==> src/rtl/mips_pkg.sv <==
// Shared types and constants for the MIPS pipeline hazard/sequencing control.
package mips_pkg;

  // Reason for this cycle's pipeline-control action, highest priority first.
  typedef enum logic [2:0] {
    HC_NONE      = 3'd0,
    HC_MEM_STALL = 3'd1,
    HC_FLUSH     = 3'd2,
    HC_LOAD_USE  = 3'd3,
    HC_MD_STALL  = 3'd4
  } hazard_cause_t;

  // Occupancy state of the multi-cycle mult/div unit.
  typedef enum logic {
    IDLE = 1'b0,
    BUSY = 1'b1
  } md_state_t;

  // Register $zero never carries a real dependency.
  localparam logic [4:0] REG_ZERO = 5'd0;

endpackage

==> src/rtl/md_tracker.sv <==
// Tracks mult/div unit occupancy: busy for exactly MD_LAT cycles after an
// accepted start. The count keeps running through memory stalls because the
// unit itself is not held by the pipeline registers.
module md_tracker
  import mips_pkg::*;
#(
  parameter int MD_LAT = 4
) (
  input  logic clk,
  input  logic reset,
  input  logic start_valid,
  output logic md_busy
);

  localparam int CW = $clog2(MD_LAT + 1);

  md_state_t       state;
  logic [CW-1:0]   md_cnt;

  // Occupancy FSM with a down-counter; md_busy is registered alongside state.
  always_ff @(posedge clk or posedge reset) begin
    if (reset) begin
      state   <= IDLE;
      md_cnt  <= '0;
      md_busy <= 1'b0;
    end else begin
      case (state)
        IDLE: begin
          if (start_valid) begin
            state   <= BUSY;
            md_cnt  <= CW'(MD_LAT);
            md_busy <= 1'b1;
          end
        end
        BUSY: begin
          md_cnt <= md_cnt - CW'(1);
          if (md_cnt == CW'(1)) begin
            state   <= IDLE;
            md_busy <= 1'b0;
          end
        end
        default: begin
          state   <= IDLE;
          md_busy <= 1'b0;
        end
      endcase
    end
  end

endmodule

==> src/rtl/pipeline_ctrl.sv <==
// Hazard and sequencing controller for the 5-stage MIPS pipeline. Resolves
// memory wait, branch flush, load-use and mult/div stalls in fixed priority
// and drives the pipeline-register hold/clear lines plus a stall counter.
module pipeline_ctrl
  import mips_pkg::*;
#(
  parameter int MD_LAT = 4,
  parameter int CNT_W  = 32,
  parameter int RA_W   = 5
) (
  input  logic             clk,
  input  logic             reset,
  input  logic [RA_W-1:0]  id_rs,
  input  logic [RA_W-1:0]  id_rt,
  input  logic             id_use_rs,
  input  logic             id_use_rt,
  input  logic             id_md_use,
  input  logic             ex_mem_read,
  input  logic [RA_W-1:0]  ex_rd,
  input  logic             ex_branch_taken,
  input  logic             ex_md_start,
  input  logic             mem_stall,
  output logic             pc_hold,
  output logic             ifid_hold,
  output logic             ifid_clear,
  output logic             idex_hold,
  output logic             idex_clear,
  output logic             exmem_hold,
  output logic             exmem_clear,
  output logic             memwb_hold,
  output logic             memwb_clear,
  output logic             md_busy,
  output logic [2:0]       hazard_cause,
  output logic [CNT_W-1:0] stall_cycles
);

  hazard_cause_t cause;
  logic          load_use;

  // Increment that sticks at all-ones instead of wrapping.
  function automatic logic [CNT_W-1:0] sat_inc(input logic [CNT_W-1:0] v);
    return (&v) ? v : v + CNT_W'(1);
  endfunction

  // A start held in EX during a memory wait is taken once the wait ends.
  md_tracker #(.MD_LAT(MD_LAT)) u_md (
    .clk         (clk),
    .reset       (reset),
    .start_valid (ex_md_start & ~mem_stall),
    .md_busy     (md_busy)
  );

  assign load_use = ex_mem_read && (ex_rd != RA_W'(REG_ZERO)) &&
                    ((id_use_rs && (id_rs == ex_rd)) ||
                     (id_use_rt && (id_rt == ex_rd)));

  // Priority resolution: exactly one case drives the controls each cycle.
  always_comb begin
    pc_hold     = 1'b0;
    ifid_hold   = 1'b0;
    ifid_clear  = 1'b0;
    idex_hold   = 1'b0;
    idex_clear  = 1'b0;
    exmem_hold  = 1'b0;
    exmem_clear = 1'b0;
    memwb_hold  = 1'b0;
    memwb_clear = 1'b0;
    cause       = HC_NONE;
    if (reset) begin
      ifid_clear  = 1'b1;
      idex_clear  = 1'b1;
      exmem_clear = 1'b1;
      memwb_clear = 1'b1;
    end else if (mem_stall) begin
      // Freeze everything up to MEM; WB gets a bubble.
      pc_hold     = 1'b1;
      ifid_hold   = 1'b1;
      idex_hold   = 1'b1;
      exmem_hold  = 1'b1;
      memwb_clear = 1'b1;
      cause       = HC_MEM_STALL;
    end else if (ex_branch_taken) begin
      // Wrong-path IF and ID instructions are dropped; PC takes the target.
      ifid_clear  = 1'b1;
      idex_clear  = 1'b1;
      cause       = HC_FLUSH;
    end else if (load_use) begin
      pc_hold     = 1'b1;
      ifid_hold   = 1'b1;
      idex_clear  = 1'b1;
      cause       = HC_LOAD_USE;
    end else if (id_md_use && md_busy) begin
      pc_hold     = 1'b1;
      ifid_hold   = 1'b1;
      idex_clear  = 1'b1;
      cause       = HC_MD_STALL;
    end
  end

  assign hazard_cause = cause;

  // Performance counter of cycles in which fetch was held.
  always_ff @(posedge clk or posedge reset) begin
    if (reset) begin
      stall_cycles <= '0;
    end else if (pc_hold) begin
      stall_cycles <= sat_inc(stall_cycles);
    end
  end

endmodule

==> config.mk <==
export PLATFORM = sky130hd
export DESIGN_NAME = pipeline_ctrl
export DESIGN_NICKNAME = d
export VERILOG_FILES = /design/src/rtl/mips_pkg.sv /design/src/rtl/md_tracker.sv /design/src/rtl/pipeline_ctrl.sv
export SDC_FILE = /design/constraint.sdc
export NUM_CORES = 1
export LEC_CHECK = 0
export CAP_MARGIN = 20
export CORE_ASPECT_RATIO = 0.8
export CORE_UTILIZATION = 45
export DETAILED_ROUTE_END_ITERATION = 10
export PLACE_DENSITY_LB_ADDON = 0.08
export SKIP_LAST_GASP = 1
export SYNTH_ARGS = -nofsm -noshare
export SYNTH_HDL_FRONTEND = slang
export SYNTH_SLANG_ARGS = --single-unit
==> constraint.sdc <==
create_clock -name clk -period 4 [get_ports clk]
set_clock_uncertainty 0.2 [all_clocks]
set_input_delay 0.4 -clock clk [delete_from_list [all_inputs] [get_ports clk]]
set_output_delay 0.4 -clock clk [all_outputs]
set_load 0.05 [all_outputs]
==> flow_summary.json, run 1 <==
{
  "critPathMostFrequentCell": "clkdlybuf4s50_1",
  "synth-seq-cells": 37,
  "drcViolationCount": 0,
  "hold_path_depth": 1,
  "ys_types": 30,
  "htreeDepth": 2,
  "cts.reportedPaths.clkPinSlew_ps": 70,
  "num_vias": 1685,
  "viasPerCell": 5.153,
  "drive_gt1_frac": 0.07407,
  "yosys.area.top_type_share": 0.4663,
  "routed_wirelength_mm": 4.453,
  "netlist_top_cells_area": "dfrtp_1 (47%), xnor2_1 (9.3%), xor2_1 (8.8%), nand4_1 (4.4%), nand3_1 (3.0%)",
  "die_h_um": 61.42,
  "async_reset_ff_frac": 1.000,
  "ctsHoldBuffers": 0,
  "grt_first_pass_wirelength_mm": 7.210,
  "fin_crit_sh": 0.9119,
  "hold_violations": 0,
  "arrival_ps": 3050,
  "r2r_cells": 8,
  "wl_per_cell_um": 13.62,
  "worst-path-buf-inv": 3,
  "drtIter0Drc": 118,
  "clk_latency_ps": 290,
  "syn_avg_cell_area_um2": 9.978,
  "drv_cap": 0,
  "synth-warning-count": 0,
  "synth_ff_type": "dfrtp_1",
  "cts_inserted_buffers": 5,
  "vdd_drop_max_v": 0.0005487,
  "io_buffers": 67,
  "path_class": "in2out",
  "yosysSeqAreaShare": 0.4663,
  "nets": 296,
  "slew_headroom": 0.5141,
  "area_growth_pct": 40.58,
  "crit_path_end_kind": "primary output",
  "cts_resized": 0,
  "yosys-top-cells-count": "dfrtp_1 (37), xnor2_1 (21), xor2_1 (20)",
  "cts_setup_buffers": 0,
  "cp_top_family": "buffers and inverters",
  "synth.cell_area_um2": 1986,
  "hp-class": "reg2reg",
  "grt_max_degree": 38,
  "fill_cells": 355,
  "max_stage_delay_ps": 800,
  "setup_tns_ps": 0,
  "dpl.cell_count": 319,
  "core_area_um2": 4204,
  "p_leak_nw": 1.214,
  "cts_root_buf": "clkbuf_8",
  "die_area_um2": 4684,
  "powerDensity_nw_per_um2": 418.6,
  "gr-usage-all-layers": 0.2021,
  "worst_pin_slew_ps": 728.8,
  "grt-ovfl-total": 0,
  "antenna_found_initial": 0,
  "multiInputGateArea_um2": 985.9,
  "synth_most_common_cell": "dfrtp_1",
  "gp_congestion": 0.7784,
  "layoutNonFillerInstCount": 327,
  "cts_tree": "yes",
  "required_ps": 3400,
  "synthCells": 199,
  "postLayoutCoreUtil": 0.6640,
  "cp_cell_sequence": "clkdlybuf4s50_1, xor2_1, nor4_1, nand3_1, a2111oi_4, nor2_1, inv_1, clkdlybuf4s50_1",
  "worstSetupPathDepth": 8,
  "grt_pass1_vias": 1506,
  "synth_top_cell_by_area": "dfrtp_1",
  "cts_max_path_buffers": 2,
  "critPathLaunchType": "input pin",
  "syn-num-nets": 226,
  "slowest_stage": "clkdlybuf4s50_1",
  "post-route-min-period_ps": 3648,
  "dp_hpwl_mm": 3.246,
  "clock-sinks": 37,
  "register_area_um2": 925.9,
  "ant_nets": 0,
  "initial_core_util": 0.4723,
  "firstDrtPassIters": 4,
  "num_rows": 21,
  "cp_max_fo": 4,
  "die_x_um": 76.27,
  "n_antenna_cell": 0,
  "slew_viol_final": 0,
  "pin_count": 69,
  "clock.fmax_mhz": 274.1,
  "setup_viol": 0,
  "status": "complete, no violations",
  "synth_edf_count": 0,
  "rsz0062_at_grt": "false"
}
[cells by family after synthesis]
family          count (synthesis)  synth area share
flops                          37            0.4663
buf+inv                        16           0.04032
fa+ha+maj                       3           0.01891
mux                             2           0.01071
xor+xnor                       41            0.1808
simple gates                   86            0.2306
other cells                     1          0.001889
compound gates                 13           0.05041
[per-layer routing]
metal | GRT usage | share of wire
met1 | 0.2879 | 0.53
met2 | 0.3102 | 0.42
met3 | 0.04593 | 0.048
met4 | 0.06593 | 0.0081
met5 | 0 | 0
[layout make-up]
class,instances,share of cell area
Clock buffer,5,0.02465
Sequential cell,37,0.3317
Inverter,9,0.01210
Clock inverter,3,0.006275
Timing Repair Buffer,70,0.2465
Multi-Input combinational cell,146,0.3532
Tap cell,57,0.02555
[report_power, final]
group	switching [mW]	internal, mW
combinational	0.261	0.161
sequential	0.0626	0.427
clock	0.136	0.120
[sequential cells by signal, indices dropped and copies added (netlist names)]
| name | cells |
|---|---|
| u_md.state | 1 |
| stall_cycles | 32 |
| u_md.md_cnt | 3 |
| u_md.md_busy | 1 |
[worst paths after layout]
kind                       slack (ps)              from               end
setup / recovery                  350          ex_rd[2]         ifid_hold
hold / removal                    290   stall_cycles[6]   stall_cycles[6]
setup reg to reg                 1570  stall_cycles[10]  stall_cycles[13]
hold reg to reg                   290   stall_cycles[6]   stall_cycles[6]
max in group asynchronous        2740             reset  stall_cycles[29]
min in group asynchronous         530             reset    u_md.md_cnt[2]
[per-stage QoR]
| step | instance area, um2 | setup WS, ps | power (mW) | hold WS [ps] |
|---|---|---|---|---|
| after CTS | 2791 | 313.4 | 1.178 | 295.2 |
| final | 2791 | 352.3 | 1.169 | 294.7 |
| after global routing | 2791 | 154.3 | 1.233 | 315.3 |
| after detailed placement | 2705 | 314.8 | 0.9194 | 280.9 |
| after global placement | 2705 | 418.3 | 0.9096 | 283.8 |
| after floorplan | 1992 | 534.4 | 0.7743 | 266.5 |
[cell usage in the layout, fill, tap and decap left out, types with 2 or more instances in the layout]
master	instances
o21ai_0	3
inv_1	9
and4_1	4
clkdlybuf4s50_1	65
nor2_1	13
and3_1	5
nor4_1	3
nand4_1	14
xor2_1	20
xnor2_1	21
nand2_1	16
nand3_1	12
and2_1	2
clkbuf_8	5
nor3_1	10
dfrtp_1	37
a21oi_1	5
buf_4	5
or4_1	2
clkinv_2	2
nor4b_1	3
ha_1	3
(Power assumes the default switching activity.)
==> inputs of run 2 (changes only) <==
REMOVE_ABC_BUFFERS = 1   (was unset)
==> flow_summary.json, run 2 (synthesis results as in run 1) <==
{
  "powerDensity_nw_per_um2": 416.8,
  "slew_viol_final": 0,
  "hp-class": "reg2reg",
  "reg.largest.list": "stall_cycles x32, u_md.md_cnt x3",
  "antenna_found_initial": 0,
  "dpl.cell_count": 319,
  "die_area_um2": 4684,
  "n_antenna_cell": 0,
  "routed_wirelength_mm": 4.177,
  "fin_area_um2": 2788,
  "drtIter0Drc": 70,
  "cts_setup_buffers": 0,
  "vdd_drop_max_v": 0.0004641,
  "regMostFlops": "stall_cycles",
  "hold_violations": 0,
  "p_total_mw": 1.162,
  "grt_pass1_vias": 1393,
  "cts_max_path_buffers": 2,
  "cts_resized": 0,
  "rsz0062_at_grt": "false",
  "layout_common_cells": "clkdlybuf4s50_1 (66), dfrtp_1 (37), xnor2_1 (21)",
  "drv_cap": 0,
  "cts_tree": "yes",
  "grt_first_pass_wirelength_mm": 6.755,
  "grt_max_degree": 38,
  "gr-usage-all-layers": 0.1913,
  "ctsHoldBuffers": 0,
  "io_buffers": 67,
  "clock-sinks": 37,
  "setup_viol": 0,
  "path_class": "in2out",
  "viasPerCell": 5.006,
  "setup_tns_ps": 0,
  "cts_root_buf": "clkbuf_8",
  "die_h_um": 61.42,
  "cts_inserted_buffers": 5,
  "slew_headroom": 0.5607,
  "clk_latency_ps": 280,
  "p_leak_nw": 1.212,
  "fin_crit_sh": 0.9159,
  "core_area_um2": 4204,
  "crit_path_end_kind": "primary output",
  "final_common_cell": "clkdlybuf4s50_1",
  "clock.fmax_mhz": 272.9,
  "cp_max_fo": 4,
  "grt-ovfl-total": 0,
  "area_growth_pct": 40.39,
  "num_vias": 1632,
  "pin_count": 69,
  "num_rows": 21,
  "dp_hpwl_mm": 3.105,
  "firstDrtPassIters": 4,
  "placed_area_um2": 2701,
  "post-route-min-period_ps": 3664,
  "initial_core_util": 0.4723,
  "timing.final.ws_setup_ps": 336.2,
  "largest_register_ff_count": 32,
  "worst_pin_slew_ps": 658.8,
  "required_ps": 3400,
  "gp_congestion": 0.7470,
  "drcViolationCount": 0,
  "wl_per_cell_um": 12.81,
  "nets": 296,
  "die_x_um": 76.27,
  "layoutNonFillerInstCount": 326,
  "arrival_ps": 3060,
  "cts.reportedPaths.clkPinSlew_ps": 60,
  "htreeDepth": 2,
  "status": "complete, no violations",
  "place_ws_ps": 331.7,
  "critPathLaunchType": "input pin",
  "ant_nets": 0,
  "fill_cells": 353,
  "drive_gt1_frac": 0.05948
}
-- run 2: changes by cell type in the layout (fill, tap and decap cells not counted), sizes merged --
cell           previous run  this run
clkdlybuf4s50            65        66
clkinvlp                  1         0
buf                       5         4
clkbuf                    5         7
clkinv                    2         0
-- run 2: metal layers --
metal  up-vias  global-route usage  routed length [um]
met3         4             0.04889                 195
met2        44              0.2844                1837
met1       751              0.2675                2101
met5         -                   0                   0
met4         0             0.08791                  43
li1        833                   -                   -
-- run 2: power by group --
part / switching (mW) / total [mW] / internal [mW] / leakage, nW
logic: 0.256 / 0.415 / 0.159 / 0.690
clock network: 0.120 / 0.257 / 0.137 / 0.0443
registers: 0.0618 / 0.490 / 0.428 / 0.478
-- run 2: worst max-delay path, cell delays in order --
cell	delay, ps
clkdlybuf4s50_1	470
xor2_1	180
nor4_1	300
nand3_1	200
a2111oi_4	470
nor2_1	140
inv_1	90
clkdlybuf4s50_1	800
-- run 2: worst paths after layout --
| path | cells past startpoint | slack, ps | endpoint | start |
|---|---|---|---|---|
| max | 8 | 340 | ifid_hold | ex_rd[2] |
| min | 1 | 290 | stall_cycles[6] | stall_cycles[6] |
| max reg2reg | 7 | 1660 | stall_cycles[16] | stall_cycles[17] |
| min reg2reg | 1 | 290 | stall_cycles[6] | stall_cycles[6] |
| max in group asynchronous | 3 | 2730 | stall_cycles[8] | reset |
| min in group asynchronous | 3 | 550 | u_md.md_busy | reset |
-- run 2: layout make-up --
type                            count  area [um2]  share of cell area
Multi-Input combinational cell    146       979.7              0.3514
Sequential cell                    37       925.9              0.3321
Timing Repair Buffer               70       690.7              0.2478
Clock buffer                        7       86.33             0.03097
Tap cell                           57       71.32             0.02558
Inverter                            9       33.78             0.01212
-- run 2: through the flow --
stage / utilization / hold WS, ps
floorplan: - / 266.5
global placement: 0.6426 / 282.0
detailed placement: 0.6426 / 279.4
CTS: 0.6631 / 293.0
global route: 0.6631 / 309.5
finish: 0.6631 / 292.0
